===== src/rtl/boot_loader_if.sv =====
// ---------------------------------------------------------------------------
// boot_loader_if
//   Groups the boot loader's byte-stream handshake and instruction-SRAM bus.
//
//   Stream side : in_data, in_valid (source -> loader), in_ready (loader -> source)
//   SRAM side   : mem_addr, mem_wdata, mem_we, mem_re (loader -> SRAM),
//                 mem_rdata (SRAM -> loader, valid the cycle after mem_re)
//
//   modport master : the boot loader (drives the SRAM, consumes the stream)
//   modport slave  : the environment (byte source plus SRAM)
// ---------------------------------------------------------------------------
interface boot_loader_if #(
   parameter int ADDR_W = 12,
   parameter int DATA_W = 32
);
   logic [7:0]        in_data;
   logic              in_valid;
   logic              in_ready;
   logic [ADDR_W-1:0] mem_addr;
   logic [DATA_W-1:0] mem_wdata;
   logic              mem_we;
   logic              mem_re;
   logic [DATA_W-1:0] mem_rdata;

   modport master (
      input  in_data, in_valid, mem_rdata,
      output in_ready, mem_addr, mem_wdata, mem_we, mem_re
   );

   modport slave (
      output in_data, in_valid, mem_rdata,
      input  in_ready, mem_addr, mem_wdata, mem_we, mem_re
   );
endinterface


===== src/rtl/boot_loader.sv =====
// ---------------------------------------------------------------------------
// boot_loader
//   Boot-time initiator on the instruction-memory bus. Receives a byte stream
//   (16-bit little-endian word count N, then 4*N little-endian image bytes),
//   writes the assembled 32-bit words to SRAM words 0..N-1 and holds the core
//   in reset until the image is in place.
//
//   Optional feature: define BOOT_LOADER_VERIFY_EN to add a read-back pass that
//   compares the XOR of all read words with the XOR of all written words
//   before releasing the core; a mismatch ends in ERROR.
//
// Ports
//   clk      : system clock, rising edge
//   rst      : asynchronous active-high reset
//   bus      : boot_loader_if.master (stream handshake + SRAM bus)
//   core_rst : core reset, high until the load completes
//   done     : image loaded (and verified)
//   error    : load failed (N > 2**ADDR_W or verify mismatch); sticky
// ---------------------------------------------------------------------------
module boot_loader #(
   parameter int ADDR_W = 12,
   parameter int DATA_W = 32
) (
   input  logic          clk,
   input  logic          rst,
   boot_loader_if.master bus,
   output logic          core_rst,
   output logic          done,
   output logic          error
);
   localparam logic [16:0]     MAX_WORDS = 17'(1) << ADDR_W;
   localparam logic [ADDR_W-1:0] IDX_ONE = 1;
   localparam logic [ADDR_W:0]   CNT_ONE = 1;

   typedef enum logic [2:0] {
      S_HDR0, S_HDR1, S_DATA, S_WRITE, S_VERIFY, S_DONE, S_ERROR
   } state_t;

   state_t              state, state_nxt;
   logic [7:0]          n_lo;
   logic [ADDR_W:0]     n_words;     // word count, 1..2**ADDR_W once in DATA
   logic [ADDR_W-1:0]   idx;         // index of the word being assembled
   logic [1:0]          byte_cnt;
   logic [DATA_W-9:0]   word_buf;    // first three bytes of the current word
   logic [ADDR_W-1:0]   mem_addr_q;
   logic [DATA_W-1:0]   mem_wdata_q;
   logic                mem_we_q;

   logic                accept;
   logic                last_word;
   logic [15:0]         n_full;
   logic [DATA_W-1:0]   assembled;

`ifdef BOOT_LOADER_VERIFY_EN
   logic [DATA_W-1:0]   cs;          // XOR of all written words
   logic [DATA_W-1:0]   rc;          // XOR of all read-back words so far
   logic [ADDR_W:0]     rd_cnt;      // reads issued so far
   logic                rd_valid;    // mem_rdata carries a read result this cycle
   logic                mem_re_q;
   logic                verify_end;

   // Last read result is on mem_rdata and no further read is in flight.
   assign verify_end = rd_valid & ~mem_re_q;
   assign bus.mem_re = mem_re_q;
`else
   assign bus.mem_re = 1'b0;
`endif

   assign bus.in_ready  = ~rst & (state == S_HDR0 || state == S_HDR1 || state == S_DATA);
   assign bus.mem_addr  = mem_addr_q;
   assign bus.mem_wdata = mem_wdata_q;
   assign bus.mem_we    = mem_we_q;

   assign accept    = bus.in_valid & bus.in_ready;
   assign n_full    = {bus.in_data, n_lo};
   assign assembled = {bus.in_data, word_buf};
   assign last_word = ({1'b0, idx} + CNT_ONE) == n_words;

   // NOTE: every signal driven here gets a default first, so no path can
   // leave it unassigned and infer a latch.
   always_comb begin
      state_nxt = state;
      unique case (state)
         S_HDR0: if (accept) state_nxt = S_HDR1;
         S_HDR1:
            if (accept) begin
               if (n_full == 16'd0)                 state_nxt = S_DONE;
               else if ({1'b0, n_full} > MAX_WORDS) state_nxt = S_ERROR;
               else                                 state_nxt = S_DATA;
            end
         S_DATA: if (accept && byte_cnt == 2'd3) state_nxt = S_WRITE;
         S_WRITE:
            if (last_word) begin
`ifdef BOOT_LOADER_VERIFY_EN
               state_nxt = S_VERIFY;
`else
               state_nxt = S_DONE;
`endif
            end else begin
               state_nxt = S_DATA;
            end
`ifdef BOOT_LOADER_VERIFY_EN
         S_VERIFY:
            if (verify_end)
               state_nxt = ((rc ^ bus.mem_rdata) == cs) ? S_DONE : S_ERROR;
`endif
         S_DONE, S_ERROR: state_nxt = state;
         default:         state_nxt = S_HDR0;
      endcase
   end

   // NOTE: sequential state uses non-blocking assignments so every flop
   // samples pre-edge values, independent of statement order.
   always_ff @(posedge clk or posedge rst) begin
      if (rst) begin
         // NOTE: only this block's registers are reset; the SRAM it loads is
         // external and keeps whatever was written before the reset.
         state       <= S_HDR0;
         n_lo        <= '0;
         n_words     <= '0;
         idx         <= '0;
         byte_cnt    <= '0;
         word_buf    <= '0;
         mem_addr_q  <= '0;
         mem_wdata_q <= '0;
         mem_we_q    <= 1'b0;
         core_rst    <= 1'b1;
         done        <= 1'b0;
         error       <= 1'b0;
`ifdef BOOT_LOADER_VERIFY_EN
         cs          <= '0;
         rc          <= '0;
         rd_cnt      <= '0;
         rd_valid    <= 1'b0;
         mem_re_q    <= 1'b0;
`endif
      end else begin
         state <= state_nxt;

         case (state)
            S_HDR0: if (accept) n_lo <= bus.in_data;
            S_HDR1:
               if (accept) begin
                  n_words  <= n_full[ADDR_W:0];
                  idx      <= '0;
                  byte_cnt <= '0;
               end
            S_DATA:
               if (accept) begin
                  word_buf <= assembled[DATA_W-1:8];
                  byte_cnt <= byte_cnt + 2'd1;
               end
            S_WRITE: begin
               // Wraps to 0 after the final word when N is the full depth.
               idx <= idx + IDX_ONE;
`ifdef BOOT_LOADER_VERIFY_EN
               cs  <= cs ^ mem_wdata_q;
`endif
            end
            default: ;
         endcase

         // Registered bus outputs are loaded from the state being entered so
         // they are valid throughout that state's cycle.
         mem_we_q <= (state_nxt == S_WRITE);
         if (state_nxt == S_WRITE) begin
            mem_addr_q  <= idx;
            mem_wdata_q <= assembled;
         end

`ifdef BOOT_LOADER_VERIFY_EN
         mem_re_q <= 1'b0;
         rd_valid <= mem_re_q;
         if (rd_valid) rc <= rc ^ bus.mem_rdata;
         if (state == S_WRITE && last_word) begin
            mem_re_q   <= 1'b1;
            mem_addr_q <= '0;
            rd_cnt     <= CNT_ONE;
         end else if (state == S_VERIFY && rd_cnt < n_words) begin
            mem_re_q   <= 1'b1;
            mem_addr_q <= rd_cnt[ADDR_W-1:0];
            rd_cnt     <= rd_cnt + CNT_ONE;
         end
`endif

         core_rst <= (state_nxt != S_DONE);
         done     <= (state_nxt == S_DONE);
         error    <= (state_nxt == S_ERROR);
      end
   end
endmodule

===== src/flat_wrapper.sv =====
// flat-port wrapper written by rule: the top's interface ports become plain ports
module boot_loader_flat 
#(
   parameter int ADDR_W = 12,
   parameter int DATA_W = 32
)
  (clk, rst, core_rst, done, error, bus_in_data, bus_in_valid, bus_mem_rdata, bus_in_ready, bus_mem_addr, bus_mem_wdata, bus_mem_we, bus_mem_re);
  boot_loader_if #(.ADDR_W(ADDR_W), .DATA_W(DATA_W)) bus_i ();
  input  logic clk;
  input  logic rst;
  output logic core_rst;
  output logic done;
  output logic error;
  input wire logic [$bits(bus_i.in_data)-1:0] bus_in_data;
  input wire logic [$bits(bus_i.in_valid)-1:0] bus_in_valid;
  input wire logic [$bits(bus_i.mem_rdata)-1:0] bus_mem_rdata;
  output wire logic [$bits(bus_i.in_ready)-1:0] bus_in_ready;
  output wire logic [$bits(bus_i.mem_addr)-1:0] bus_mem_addr;
  output wire logic [$bits(bus_i.mem_wdata)-1:0] bus_mem_wdata;
  output wire logic [$bits(bus_i.mem_we)-1:0] bus_mem_we;
  output wire logic [$bits(bus_i.mem_re)-1:0] bus_mem_re;
  assign bus_i.in_data = bus_in_data;
  assign bus_i.in_valid = bus_in_valid;
  assign bus_i.mem_rdata = bus_mem_rdata;
  assign bus_in_ready = bus_i.in_ready;
  assign bus_mem_addr = bus_i.mem_addr;
  assign bus_mem_wdata = bus_i.mem_wdata;
  assign bus_mem_we = bus_i.mem_we;
  assign bus_mem_re = bus_i.mem_re;
  boot_loader #(.ADDR_W(ADDR_W), .DATA_W(DATA_W)) u_core (.clk(clk), .rst(rst), .bus(bus_i), .core_rst(core_rst), .done(done), .error(error));
endmodule

===== config.mk =====
export PLATFORM = sky130hd
export DESIGN_NAME = boot_loader_flat
export DESIGN_NICKNAME = d
export VERILOG_FILES = /design/src/rtl/boot_loader_if.sv /design/src/rtl/boot_loader.sv /design/src/flat_wrapper.sv
export SDC_FILE = /design/constraint.sdc
export NUM_CORES = 1
export LEC_CHECK = 0
export CORE_ASPECT_RATIO = 1.2
export CORE_UTILIZATION = 49
export CTS_CLUSTER_DIAMETER = 50
export DETAILED_ROUTE_END_ITERATION = 6
export PLACE_DENSITY_LB_ADDON = 0.2
export REMOVE_ABC_BUFFERS = 1
export SYNTH_ARGS = -nofsm -noshare
export SYNTH_HDL_FRONTEND = slang
export SYNTH_SLANG_ARGS = --single-unit
export TNS_END_PERCENT = 10

===== constraint.sdc =====
create_clock -name clk -period 4.1 [get_ports clk]
set_input_delay 0.615 -clock clk [delete_from_list [all_inputs] [get_ports clk]]
set_output_delay 0.615 -clock clk [all_outputs]
set_load 0.005 [all_outputs]

==> results.md <==
* Critical path class: input pin to register
* Post-CTS setup buffers at 0
* Routed wire length at around 9.5 mm
* Status: finished, final reports clean
* Reg2Reg Setup Slack at 1.40 ns
* Final ANT Viol Nets at 0
* CTS buffer count at 9
* Power share of the clock group at 0.422
* CTS sink cnt at 110
* Worst-Skew Late Latency at 0.36 ns
* Yosys warnings at 0
* Max cap viols at 0
* Die area at about 10000 sq um
* Core area at approximately 9600 sq um
* Root Driver: clkbuf_16
* NetSw at approximately 440 uW
* Crit path required time at roughly 4.3 ns
* Die Span X at about 93 um
* Largest net degree at the start of global routing at 68
* Hold Buf Count CTS at 0
* CTS Buffer Depth at 2
* Area of placed instances at 5538 sq um
* Syn_area_per_cell at about 11 sq um
* Layout Nets at approximately 530
* Synth async-reset ratio at 1.000
* Slew Limit Headroom at 0.2991
* Port Buffer Count at 59
* CP max stage delay at between 0.6 and 0.7 ns
* Row cnt at 39
* Worst setup startpoint: rst
* RSZ-0062 raised after global routing: false
* Min Tclk post-route at roughly 2.8 ns
* Worst Path Max Fanout at 25
* EDFF count, synth at 0
* RR Endpoint: u_core.core_rst
* Max Slew Vio Count at 0
* PwrDens at about 340 nW/um^2
* Post-CTS sizing at 0
* H-Tree Depth at 3
* CP Capture Point: u_core.word_buf[7]
* TritonCTS clock tree: done
* Die Height at between 100 and 150 um
* Gate Count Post-Synth at roughly 430
* Pre-Repair DR Iteration Count at 6
* CP endpoint kind: register
* Worst r2r src: u_core.idx[0]
* Hold Crit Class: register to register
* WL/cell at 15.54 um
* Seq/Total Area, Yosys at 0.5654
* Sw frac at 0.2245
* Worst Setup Start Kind: input pin
* Combinational share of power at 0.023
* Post-synthesis cell type count at 56
* Crit path max-delay family: simple AND/OR/NAND/NOR gates
* Critical Path AT at ~3.0 ns
* P_int at around 1500 uW
* Cell count along the critical path at 5
* Worst-Margin Slew at approximately 1.0 ns
* Inst Count DP at between 500 and 600
* Synthesized area at approximately 5000 sq um
* First-pass GRT wire length at ~16 mm
* Flops & latches, synth at 110
* Setup TNS at 0 ns
* Post-route cell area at between 5000 and 6000 sq um
* CP bufs+invs at 1
* Via count of the first global-routing pass at 3304
* Hold slack at roughly 0.46 ns
* Number of remaining DRC errors at 0
* Routed vias/inst at between 5 and 6
* Top FF cell, synth: dfrtp_1
* Static leakage at ~0.0028 uW
* Starting density of the core at 0.5067
* GP Congestion at ~0.8
* Worst path cell trace: clkdlybuf4s50_1 -> or3b_1 -> nor2_1 -> nand2_1 -> mux2_2
* Diodes inserted at 0
* 1st-iter DRT viols at between 150 and 200
* Clock Pin Slew Worst Setup and Hold Paths at approximately 0.07 ns
* Flop pwr share at 0.555
* Fin. Hold Viols at 0
* Fmax at 0.3584 GHz
* Area grow syn2layout at 19.47%
* Worst reg2reg path depth at 7
* Hpwl dp at 6.489 mm
* CP max-delay cell: nand2_1
* Layout cells sized above 1 at 0.1955
* Period utilization at 0.6805
* Clock Skew at 0.005187 ns
* Vias at ~3.3k
* Ports at 93
* Fin cells at around 600
* Setup violators final at 0
* GRT Residual Overflow at 0
* Initial antenna violation count at 0
* Tot GR Track Use at 0.2057
* Worst vdd ir at between 200 and 250 uV
-- synthesized netlist by cell type (2+ instances only) --
cell,count,area [sq um]
nand2b_1,2,12.51
o211ai_1,3,22.52
mux2_2,62,698.2
or4_1,2,15.01
xor2_1,11,96.34
or2_2,2,12.51
nor3_1,5,25.02
xnor2_1,6,52.55
buf_2,2,10.01
inv_1,4,15.01
o21ai_0,23,115.1
nor4_1,4,25.02
buf_4,6,45.04
clkbuf_1,14,52.55
nand3_4,2,35.03
o32ai_1,2,17.52
nor2_1,18,67.56
a21oi_1,4,20.02
nand3_1,5,25.02
a31oi_1,2,12.51
and3_1,3,18.77
dfrtp_1,109,2728
nand2_1,96,360.4
or3_1,5,31.28
a311oi_1,2,17.52
ha_1,2,25.02
a22o_1,3,26.28
o31ai_1,4,30.03
-- worst reg2reg max path, cell delays in order (launching register included) --
cell	delay [ns]
dfrtp_1	0.53
ha_1	0.39
nand3_4	0.17
or4b_1	0.53
a21oi_1	0.17
o2111ai_1	0.14
or4_4	0.54
and2_4	0.16
-- registers in the layout, summed over array words and instances (netlist names), 2 cells and up --
signal / count
u_core.byte_cnt: 2
u_core.word_buf: 24
u_core.n_lo: 8
u_core.n_words: 13
u_core.bus.mem_addr: 12
u_core.bus.mem_wdata: 32
u_core.idx: 12
u_core.state: 3
-- cell usage in the layout, fill, tap and decap left out, types with 6 or more instances in the layout --
cell             synthesis  final
dfrtp_1                109    109
nand2_1                 96     96
mux2_2                  62     62
clkdlybuf4s50_1          0     59
o21ai_0                 23     23
nor2_1                  18     18
xor2_1                  11     11
clkbuf_16                0      9
xnor2_1                  6      6
-- worst min path at each step --
stage                       startpoint                       to  slack (ns)  cells after the start
finish              u_core.word_buf[0]  u_core.bus.mem_wdata[0]        0.46                      2
CTS                 u_core.word_buf[0]  u_core.bus.mem_wdata[0]        0.47                      2
global placement    u_core.word_buf[2]  u_core.bus.mem_wdata[2]        0.44                      2
global route        u_core.word_buf[5]  u_core.bus.mem_wdata[5]        0.50                      2
detailed placement  u_core.word_buf[0]  u_core.bus.mem_wdata[0]        0.45                      2
floorplan           u_core.word_buf[0]  u_core.bus.mem_wdata[0]        0.43                      2
-- metrics by stage --
stage	total power (uW)	utilization	setup WS, ns
global route	2038	0.6054	1.134
CTS	1978	0.6054	1.294
global placement	1157	0.5761	0.9731
finish	1963	0.6054	1.310
floorplan	1132	-	0.5844
detailed placement	1158	0.5761	0.9251
-- power groups by stage --
| stage | Combinational [uW] | Sequential (uW) | Clock [uW] |
|---|---|---|---|
| floorplan | 22.2 | 1110 | 0 |
| global placement | 46.5 | 1110 | 0 |
| detailed placement | 47.6 | 1110 | 0 |
| CTS | 47.9 | 1090 | 841 |
| global route | 53.0 | 1090 | 896 |
| finish | 45.9 | 1090 | 828 |
-- routing by layer --
metal / share of wire / GRT usage / vias up
met4: 0.011 / 0.06564 / 0
met2: 0.49 / 0.3172 / 66
li1: - / - / 1587
met1: 0.46 / 0.2846 / 1667
met5: 0 / 0 / -
met3: 0.038 / 0.05281 / 9
-- cells by family after synthesis --
family,Yosys count,share of synthesized area
simple gates,158,0.1562
flops,110,0.5654
mux,63,0.1454
compound gates,51,0.06756
buf+inv,29,0.02902
xor+xnor,17,0.03057
fa+ha+maj,2,0.005137
other cells,1,0.0007699
-- area by class of cell --
| class | count | area (sq um) |
|---|---|---|
| timing repair buffer | 63 | 633.1 |
| inverter | 5 | 21.27 |
| clock inverter | 7 | 56.30 |
| sequential | 110 | 2754 |
| clock buffer | 9 | 225.2 |
| fill | 803 | 3794 |
| multi-input combinational | 292 | 1976 |
| tap | 123 | 153.9 |
Note: power is estimated with default switching activity, not from simulation.
